===== config.mk =====
export PLATFORM = sky130hd
export DESIGN_NAME = itr_ctrl
export DESIGN_NICKNAME = d
export VERILOG_FILES = /design/src/rtl/itr_ctrl.sv
export SDC_FILE = /design/constraint.sdc
export NUM_CORES = 1
export LEC_CHECK = 0
export CAP_MARGIN = 20
export CELL_PAD_IN_SITES_DETAIL_PLACEMENT = 1
export CELL_PAD_IN_SITES_GLOBAL_PLACEMENT = 1
export CORE_MARGIN = 2
export CORE_UTILIZATION = 29
export DETAILED_ROUTE_END_ITERATION = 8
export PLACE_DENSITY_LB_ADDON = 0.15
export SLEW_MARGIN = 20
export SYNTH_ARGS = -nofsm -noshare
export SYNTH_HDL_FRONTEND = slang
export SYNTH_SLANG_ARGS = --single-unit
export TNS_END_PERCENT = 100

===== constraint.sdc =====
create_clock -name clk -period 3.3 [get_ports clk]
set_clock_uncertainty 0.05 [all_clocks]
set_input_delay 0.99 -clock clk [delete_from_list [all_inputs] [get_ports clk]]
set_output_delay 0.99 -clock clk [all_outputs]
set_load 0.005 [all_outputs]

===== src/rtl/itr_ctrl.sv =====
// -----------------------------------------------------------------------------
// itr_ctrl
//
// Sequences the core's single interrupt input. Rising edges on up to NSRC
// event lines are latched as pending bits. The lowest-numbered pending,
// unmasked source wins when the global enable is set. The controller waits
// HOLDOFF cycles in ARM, issues a one-cycle itr pulse, and then holds off
// further requests until the service routine pulses iret.
//
// Optional build macro:
//   ITR_SYNC_EN  when defined, each src_in bit passes through a two-flop
//                synchronizer before edge detection (+2 cycles latency), so
//                the sources may be asynchronous to clk. When undefined,
//                src_in must be synchronous to clk.
//
// Ports:
//   clk       system clock
//   rst       synchronous, active-low reset
//   src_in    [NSRC]    event lines, rising edge requests an interrupt
//   io_wr     register write strobe (decoded core out_en)
//   io_rd     register read strobe (decoded core req_in)
//   io_addr   [2]       register select: 0 MASK, 1 PEND, 2 ID, 3 CTRL
//   io_wdata  [NUBITS]  write data
//   io_rdata  [NUBITS]  registered read data
//   iret      one-cycle pulse, service routine finished
//   itr       one-cycle interrupt pulse to the core
//   busy      high from FIRE through SERVICE
//   id        index of the source being serviced
//
// Register port protocol: io_wr and io_rd are single-cycle strobes with no
// back-pressure. A write lands on the clock edge where io_wr is high. A read
// samples the selected register on the edge where io_rd is high; io_rdata
// then holds that value until the next read.
// -----------------------------------------------------------------------------
module itr_ctrl #(
  parameter int NSRC    = 4,
  parameter int NUBITS  = 32,
  parameter int HOLDOFF = 2
) (
  input  logic                                  clk,
  input  logic                                  rst,
  input  logic [NSRC-1:0]                       src_in,
  input  logic                                  io_wr,
  input  logic                                  io_rd,
  input  logic [1:0]                            io_addr,
  input  logic [NUBITS-1:0]                     io_wdata,
  output logic [NUBITS-1:0]                     io_rdata,
  input  logic                                  iret,
  output logic                                  itr,
  output logic                                  busy,
  output logic [((NSRC > 1) ? $clog2(NSRC) : 1)-1:0] id
);

  localparam int IDW = (NSRC > 1) ? $clog2(NSRC) : 1;

  typedef enum logic [1:0] {
    S_IDLE    = 2'd0,
    S_ARM     = 2'd1,
    S_FIRE    = 2'd2,
    S_SERVICE = 2'd3
  } state_t;

  state_t            state;
  state_t            state_nxt;
  logic [3:0]        cnt;
  logic [3:0]        cnt_nxt;
  logic [IDW-1:0]    id_nxt;

  logic [NSRC-1:0]   src;
  logic [NSRC-1:0]   src_q;
  logic [NSRC-1:0]   src_rise;
  logic [NSRC-1:0]   mask;
  logic [NSRC-1:0]   pend;
  logic [NSRC-1:0]   pend_nxt;
  logic [NSRC-1:0]   elig;
  logic              en;
  logic              any_elig;
  logic [IDW-1:0]    winner;
  logic [NUBITS-1:0] rd_mux;

  logic              wr_mask;
  logic              wr_pend;
  logic              wr_ctrl;

  // Only the low NSRC bits (and bit 0 for CTRL) of the write bus matter.
  logic              unused_wdata;
  assign unused_wdata = ^io_wdata;

  // ---------------------------------------------------------------------------
  // Source conditioning
  // ---------------------------------------------------------------------------
`ifdef ITR_SYNC_EN
  logic [NSRC-1:0] sync1;
  logic [NSRC-1:0] sync2;

  always_ff @(posedge clk) begin
    if (!rst) begin
      sync1 <= '0;
      sync2 <= '0;
    end else begin
      sync1 <= src_in;
      sync2 <= sync1;
    end
  end

  assign src = sync2;
`else
  assign src = src_in;
`endif

  assign src_rise = src & ~src_q;

  // ---------------------------------------------------------------------------
  // Register decode and arbitration
  // ---------------------------------------------------------------------------
  assign wr_mask = io_wr && (io_addr == 2'd0);
  assign wr_pend = io_wr && (io_addr == 2'd1);
  assign wr_ctrl = io_wr && (io_addr == 2'd3);

  assign elig     = en ? (pend & mask) : '0;
  assign any_elig = |elig;

  // Scan from the top down so the lowest eligible index is the final winner.
  always_comb begin
    winner = '0;
    for (int i = NSRC - 1; i >= 0; i--) begin
      if (elig[i]) begin
        winner = IDW'(i);
      end
    end
  end

  // Order matters: write-1-clear, then the serviced-bit clear at the end of
  // FIRE, then new edges last so a same-cycle edge always wins.
  always_comb begin
    pend_nxt = pend;
    if (wr_pend) begin
      pend_nxt = pend_nxt & ~io_wdata[NSRC-1:0];
    end
    if (state == S_FIRE) begin
      pend_nxt[id] = 1'b0;
    end
    pend_nxt = pend_nxt | src_rise;
  end

  always_comb begin
    rd_mux = '0;
    case (io_addr)
      2'd0:    rd_mux[NSRC-1:0] = mask;
      2'd1:    rd_mux[NSRC-1:0] = pend;
      2'd2:    rd_mux[IDW-1:0]  = id;
      default: rd_mux[0]        = en;
    endcase
  end

  always_ff @(posedge clk) begin
    if (!rst) begin
      src_q    <= '0;
      mask     <= '0;
      pend     <= '0;
      en       <= 1'b0;
      io_rdata <= '0;
    end else begin
      src_q <= src;
      pend  <= pend_nxt;
      if (wr_mask) begin
        mask <= io_wdata[NSRC-1:0];
      end
      if (wr_ctrl) begin
        en <= io_wdata[0];
      end
      if (io_rd) begin
        io_rdata <= rd_mux;
      end
    end
  end

  // ---------------------------------------------------------------------------
  // Sequencing FSM
  // ---------------------------------------------------------------------------
  always_ff @(posedge clk) begin
    if (!rst) begin
      state <= S_IDLE;
      cnt   <= '0;
      id    <= '0;
    end else begin
      state <= state_nxt;
      cnt   <= cnt_nxt;
      id    <= id_nxt;
    end
  end

  always_comb begin
    state_nxt = state;
    cnt_nxt   = cnt;
    id_nxt    = id;
    case (state)
      S_IDLE: begin
        if (any_elig) begin
          if (HOLDOFF == 0) begin
            state_nxt = S_FIRE;
            id_nxt    = winner;
          end else begin
            state_nxt = S_ARM;
            cnt_nxt   = 4'(HOLDOFF);
          end
        end
      end
      S_ARM: begin
        // Eligibility is looked at again on the last ARM cycle, so a source
        // masked or cleared while the prefetch settles never fires.
        if (cnt <= 4'd1) begin
          cnt_nxt = '0;
          if (any_elig) begin
            state_nxt = S_FIRE;
            id_nxt    = winner;
          end else begin
            state_nxt = S_IDLE;
          end
        end else begin
          cnt_nxt = cnt - 4'd1;
        end
      end
      S_FIRE: begin
        state_nxt = S_SERVICE;
      end
      default: begin
        // SERVICE: only iret leaves; EN/MASK changes do not abort it.
        if (iret) begin
          state_nxt = S_IDLE;
        end
      end
    endcase
  end

  assign itr  = (state == S_FIRE);
  assign busy = (state == S_FIRE) || (state == S_SERVICE);

endmodule


======== Word-level counts from Yosys, hierarchy flattened ========
Cells that the tools add are included.
word-level totals
  register bits after elaboration ......... 25
  bits in latches ......................... 0
  memory bits (writable) .................. 0
  memory bits (read-only) ................. 0
  input port bits ......................... 43
  output and inout bits ................... 36
  memories ................................ 0
operators by class
  $add $sub $neg .......................... 1
  multiply operators ...................... 0
  divide/modulo/power cells ............... 0
  magnitude comparators ................... 3
  equality and inequality tests ........... 8
  shift operators ......................... 0
  mux-type cells .......................... 20
  bitwise gates (word level) .............. 8
  reduce and logical (&&, ||, !) cells .... 13
operator list
  kind                   count
  $mux W4                5
  $and A4 B4 Y4          4
  $mux W2                8
  $not A4 Y4             3
  $eq A2 B2 Y1 const B   4
  $pmux W4 S2            1
  $pmux W1 S3            2
  $pmux W2 S3            1
  $reduce_and A3 Y1      2
  $eq A2 B1 Y1 const B   2
  $le A4 B1 Y1 const B   1
  $logic_and A1 B1 Y1    4
  $logic_not A2 Y1       2
  $ne A2 B2 Y1 const B   2
  $or A4 B4 Y4           1
  $pmux W2 S2            1
  $reduce_bool A4 Y1     1
  $reduce_or A4 Y1       1
  $sub A4 B1 Y4 const B  1
  $lt A2 B3 Y1 const B   1
  $demux W1 S2           1
  $ge A2 B1 Y1 const B   1
  $reduce_and A2 Y1      1
  $reduce_bool A2 Y1     1
  2 further kinds        2

======== Longest topological paths before layout ========
  depth after elaboration ................. 8
  mapped depth ............................ 7

======== Least setup slack after synthesis ========
No wires, ideal clock.
  path type ............................... in2reg
  start point ............................. in io_addr[0]
  end point ............................... reg io_rdata[0]
  data arrival time ....................... 1.997 ns
  data required time ...................... 3.133 ns
  path slack .............................. 1.136 ns
  cell stages on the path ................. 4
  buffers on the path ..................... 1
  cell sequence ........................... clkbuf_1 -> mux4_2 -> mux2i_1 -> nor2_1
on the way
  cells in the longest elaborated chain, start to end .. 2
RTL lines
  item                                  line  source
  from (decl)                           45    input logic [1:0] io_addr,
  $eq A2 B2 Y1 (tied with other cells)  148   case (io_addr)
  $pmux W1 S3 *                         148
  to (signal assigned)                  173   io_rdata <= rd_mux;
  to (decl)                             47    output logic [NUBITS-1:0] io_rdata,
Mark *: on every way between the ends. The rest lies on a longest branch, timed or not.
A chain may end at the register's enable or synchronous reset.

======== Worst setup path after layout ========
  start point ............................. reg state[1]
  end point ............................... out itr
on the way
  cells in the longest elaborated chain, start to end .. 1
RTL lines
  item                    line  source
  from (decl)             63    state_t state;
  from (signal assigned)  187   state <= state_nxt;
  $eq A2 B2 Y1            236   assign itr = (state == S_FIRE);
  to (decl)               49    output logic itr,
No other way between the ends.

==> impl_metrics.csv <==
group,metric,value,unit
die,io_pins,79,
clock_tree,cts_hold_buf,0,
critical_path,slowest_stage,"clkdlybuf4s50_1",
critical_path,crit_path_start_kind,"register",
logic_synthesis,synth_top_area_share,36.0,%
placement,hpwlAfterDp,2.39,mm
critical_path,crit_family,"buffers and inverters",
logic_synthesis,synth.most_common_cell,"buf_4",
sta,finalSetupViolCount,0,
global_route,antenna_found_initial,0,
global_route,grt_pass1_vias,1054,
critical_path,r2r_cells,6,
power,switching_share,24.1,%
power,p_switching,137,µW
critical_path,worstPathMaxFanout,5,
clock_tree,cts_repair_resize_count,0,
power,power_frac_comb,11.6,%
route,drt_iter0_drc,35,
hold_path,holdPathStages,1,
route,vias,1071,
logic_synthesis,synth-seq-cells,25,
critical_path,critPathBufInv,1,
logic_synthesis,synth_common_cells,"28 x buf_4, 25 x dfxtp_1, 13 x nand2_1",
final_layout,n_antenna_cell,0,
route,postRouteAntennaNets,0,
sta,tightest_slew,498,ps
route,routedWlPerCell,13.4,µm
power,power_density,357,nW/µm²
clock_tree,cts_max_path_buffers,2,
clock_tree,cts.clk_slew.worst_paths,90,ps
run_status,status,"complete, no violations",
critical_path,rr_startpoint,"cnt[0]",
sta,finalHoldViolCount,0,
clock_tree,cts_tree,"yes",
sta,slew_headroom,66.4,%
placement,placed_cell_area,1540,µm²
clock_tree,post_cts_buffers,0,
sta,rsz0062_at_grt,"false",
die,die-width,73.2,µm
sta,setup_tns,0,ps
power,power_frac_seq,56.9,%
sta,drv_slew,0,
logic_synthesis,syn_avg_cell_area,8.97,µm²
logic_synthesis,synth_edf_count,0,
critical_path,worstReg2RegEnd,"id[0]",
hold_path,whs_endpoint,"pend[3]",
logic_synthesis,synth.area.top_cells,"dfxtp_1 36%, buf_4 15%, mux2i_1 6.5%",
power,ir_drop,125,µV
clock_tree,cts_buffers,3,
placement,io_buffers,22,
logic_synthesis,synth_flop_cell,"dfxtp_1",
hold_path,hold_path_startpoint,"src_q[3]",
critical_path,r2r_setup_slack,1500,ps
die,rows,25,
die,core_area,4660,µm²
power,p_int,430,µW
clock_tree,worstSkewPairLatency,270,ps
route,via_per_inst,4.66,
final_layout,syn_to_final_growth,14.0,%
critical_path,worstSetupPathType,"register to output port",
critical_path,worstPathArrival,1460,ps
final_layout,stdcell_area,1590,µm²
logic_synthesis,async_reset_ff_share,0,%
logic_synthesis,synth_cells,155,
flow_run,drv_cap,0,
critical_path,end_kind,"output port",
critical_path,cp.required,2260,ps
die,dieArea,5360,µm²
final_layout,drive_gt1_share,8.52,%
clock_tree,clockRootBuffer,"clkbuf_8",
power,p_leak,0.636,nW
global_route,grt_pass1_wl,4.94,mm
critical_path,path_cells,"and2b_2, clkdlybuf4s50_1",
global_route,grt-ovfl-total,0,
route,drcViolationCount,0,
die,die_y,73.2,µm
sta,fin_crit_sh,75.7,%
global_route,grt_max_degree,15,
global_route,grt_usage,12.1,%
die,start_util,29.8,%
clock_tree,htree_levels,1,
placement,place_congestion,0.768,
hold_path,hold_path.class,"register to register",
logic_synthesis,yosysSeqAreaShare,36.0,%
logic_synthesis,synth_cell_type_count,43,
power,power_frac_clock,31.4,%
final_layout,finalNetCount,222,
logic_synthesis,synth_warnings,0,
route,drt-pass1-iter-count,4,
sta,fmax,400,MHz
route,routed_wl,3.09,mm
logic_synthesis,syn_area,1390,µm²
critical_path,slowest_delay,510,ps
logic_synthesis,synth_top_area_cell,"dfxtp_1",
clock_tree,cts.sinks,25,
sta,fin_crit,2500,ps
[worst max path at each step]
stage / to / slack, ps / startpoint / cells after the start
after floorplan: io_rdata[0] / 1140 / io_addr[0] / 4
after global placement: io_rdata[0] / 690 / io_addr[0] / 4
after detailed placement: io_rdata[0] / 680 / io_addr[0] / 4
after CTS: itr / 790 / state[1] / 2
after global routing: itr / 730 / state[1] / 2
final: itr / 800 / state[1] / 2
[kinds of logic (layout without fill, tap and decap cells)]
family,Yosys count,after routing,synth area share (%)
AOI/OAI and AO/OA,29,29,16.1
adders and majority gates,2,2,1.80
buffers and inverters,44,38,20.8
DFF,25,25,36.0
muxes,10,10,8.10
other,1,28,0.270
and+or+nand+nor,44,44,16.9
[cells in the final DEF, fill, tap and decap left out, drive strengths merged, types with 2 or more instances in the layout]
master	netlist	layout
a21oi	3	3
a22o	2	2
a31o	2	2
a31oi	2	2
a32oi	3	3
and2	4	4
clkbuf	3	3
clkdlybuf4s50	0	22
clkinv	1	2
conb	1	28
dfxtp	25	25
ha	2	2
inv	10	10
mux2i	9	9
nand2	13	13
nand3	6	6
nor2	11	11
o21ai	5	5
o22ai	2	2
[metrics by stage]
step	worst slack, ps	utilization (%)	total power [mW]	hold slack (ps)	instances
after floorplan	1140	-	0.388	349	182
after global placement	687	33.0	0.394	352	226
after detailed placement	682	33.0	0.395	363	226
after CTS	793	34.0	0.577	375	230
after global routing	733	34.0	0.597	395	230
final	800	34.0	0.566	369	230
[power groups by stage]
stage               Sequential, mW  Combinational [mW]  Clock [mW]
finish                       0.322              0.0660       0.178
CTS                          0.322              0.0664       0.188
detailed placement           0.330              0.0655           0
floorplan                    0.327              0.0615           0
global placement             0.329              0.0649           0
global route                 0.325              0.0746       0.198
[sequential cells by signal (all words and copies together), names as in the netlist]
| name | count |
|---|---|
| cnt | 4 |
| en | 1 |
| id | 2 |
| io_rdata | 4 |
| mask | 4 |
| pend | 4 |
| src_q | 4 |
| state | 2 |
[routing by layer]
layer / GRT usage [%] / wire, µm
met5: 0 / 0
met4: 4.32 / 23
met3: 2.49 / 154
met2: 20.7 / 1470
met1: 14.8 / 1440
[layout make-up]
cell class	instances	area, µm²
clock buffers	3	41.3
clock inverters	1	5.00
fillers	562	3080
inverters	11	41.3
multi-input cells	113	702
flip-flops and latches	25	500
well taps	54	67.6
repair buffers	23	228
Power figures use the tool's default switching activity.
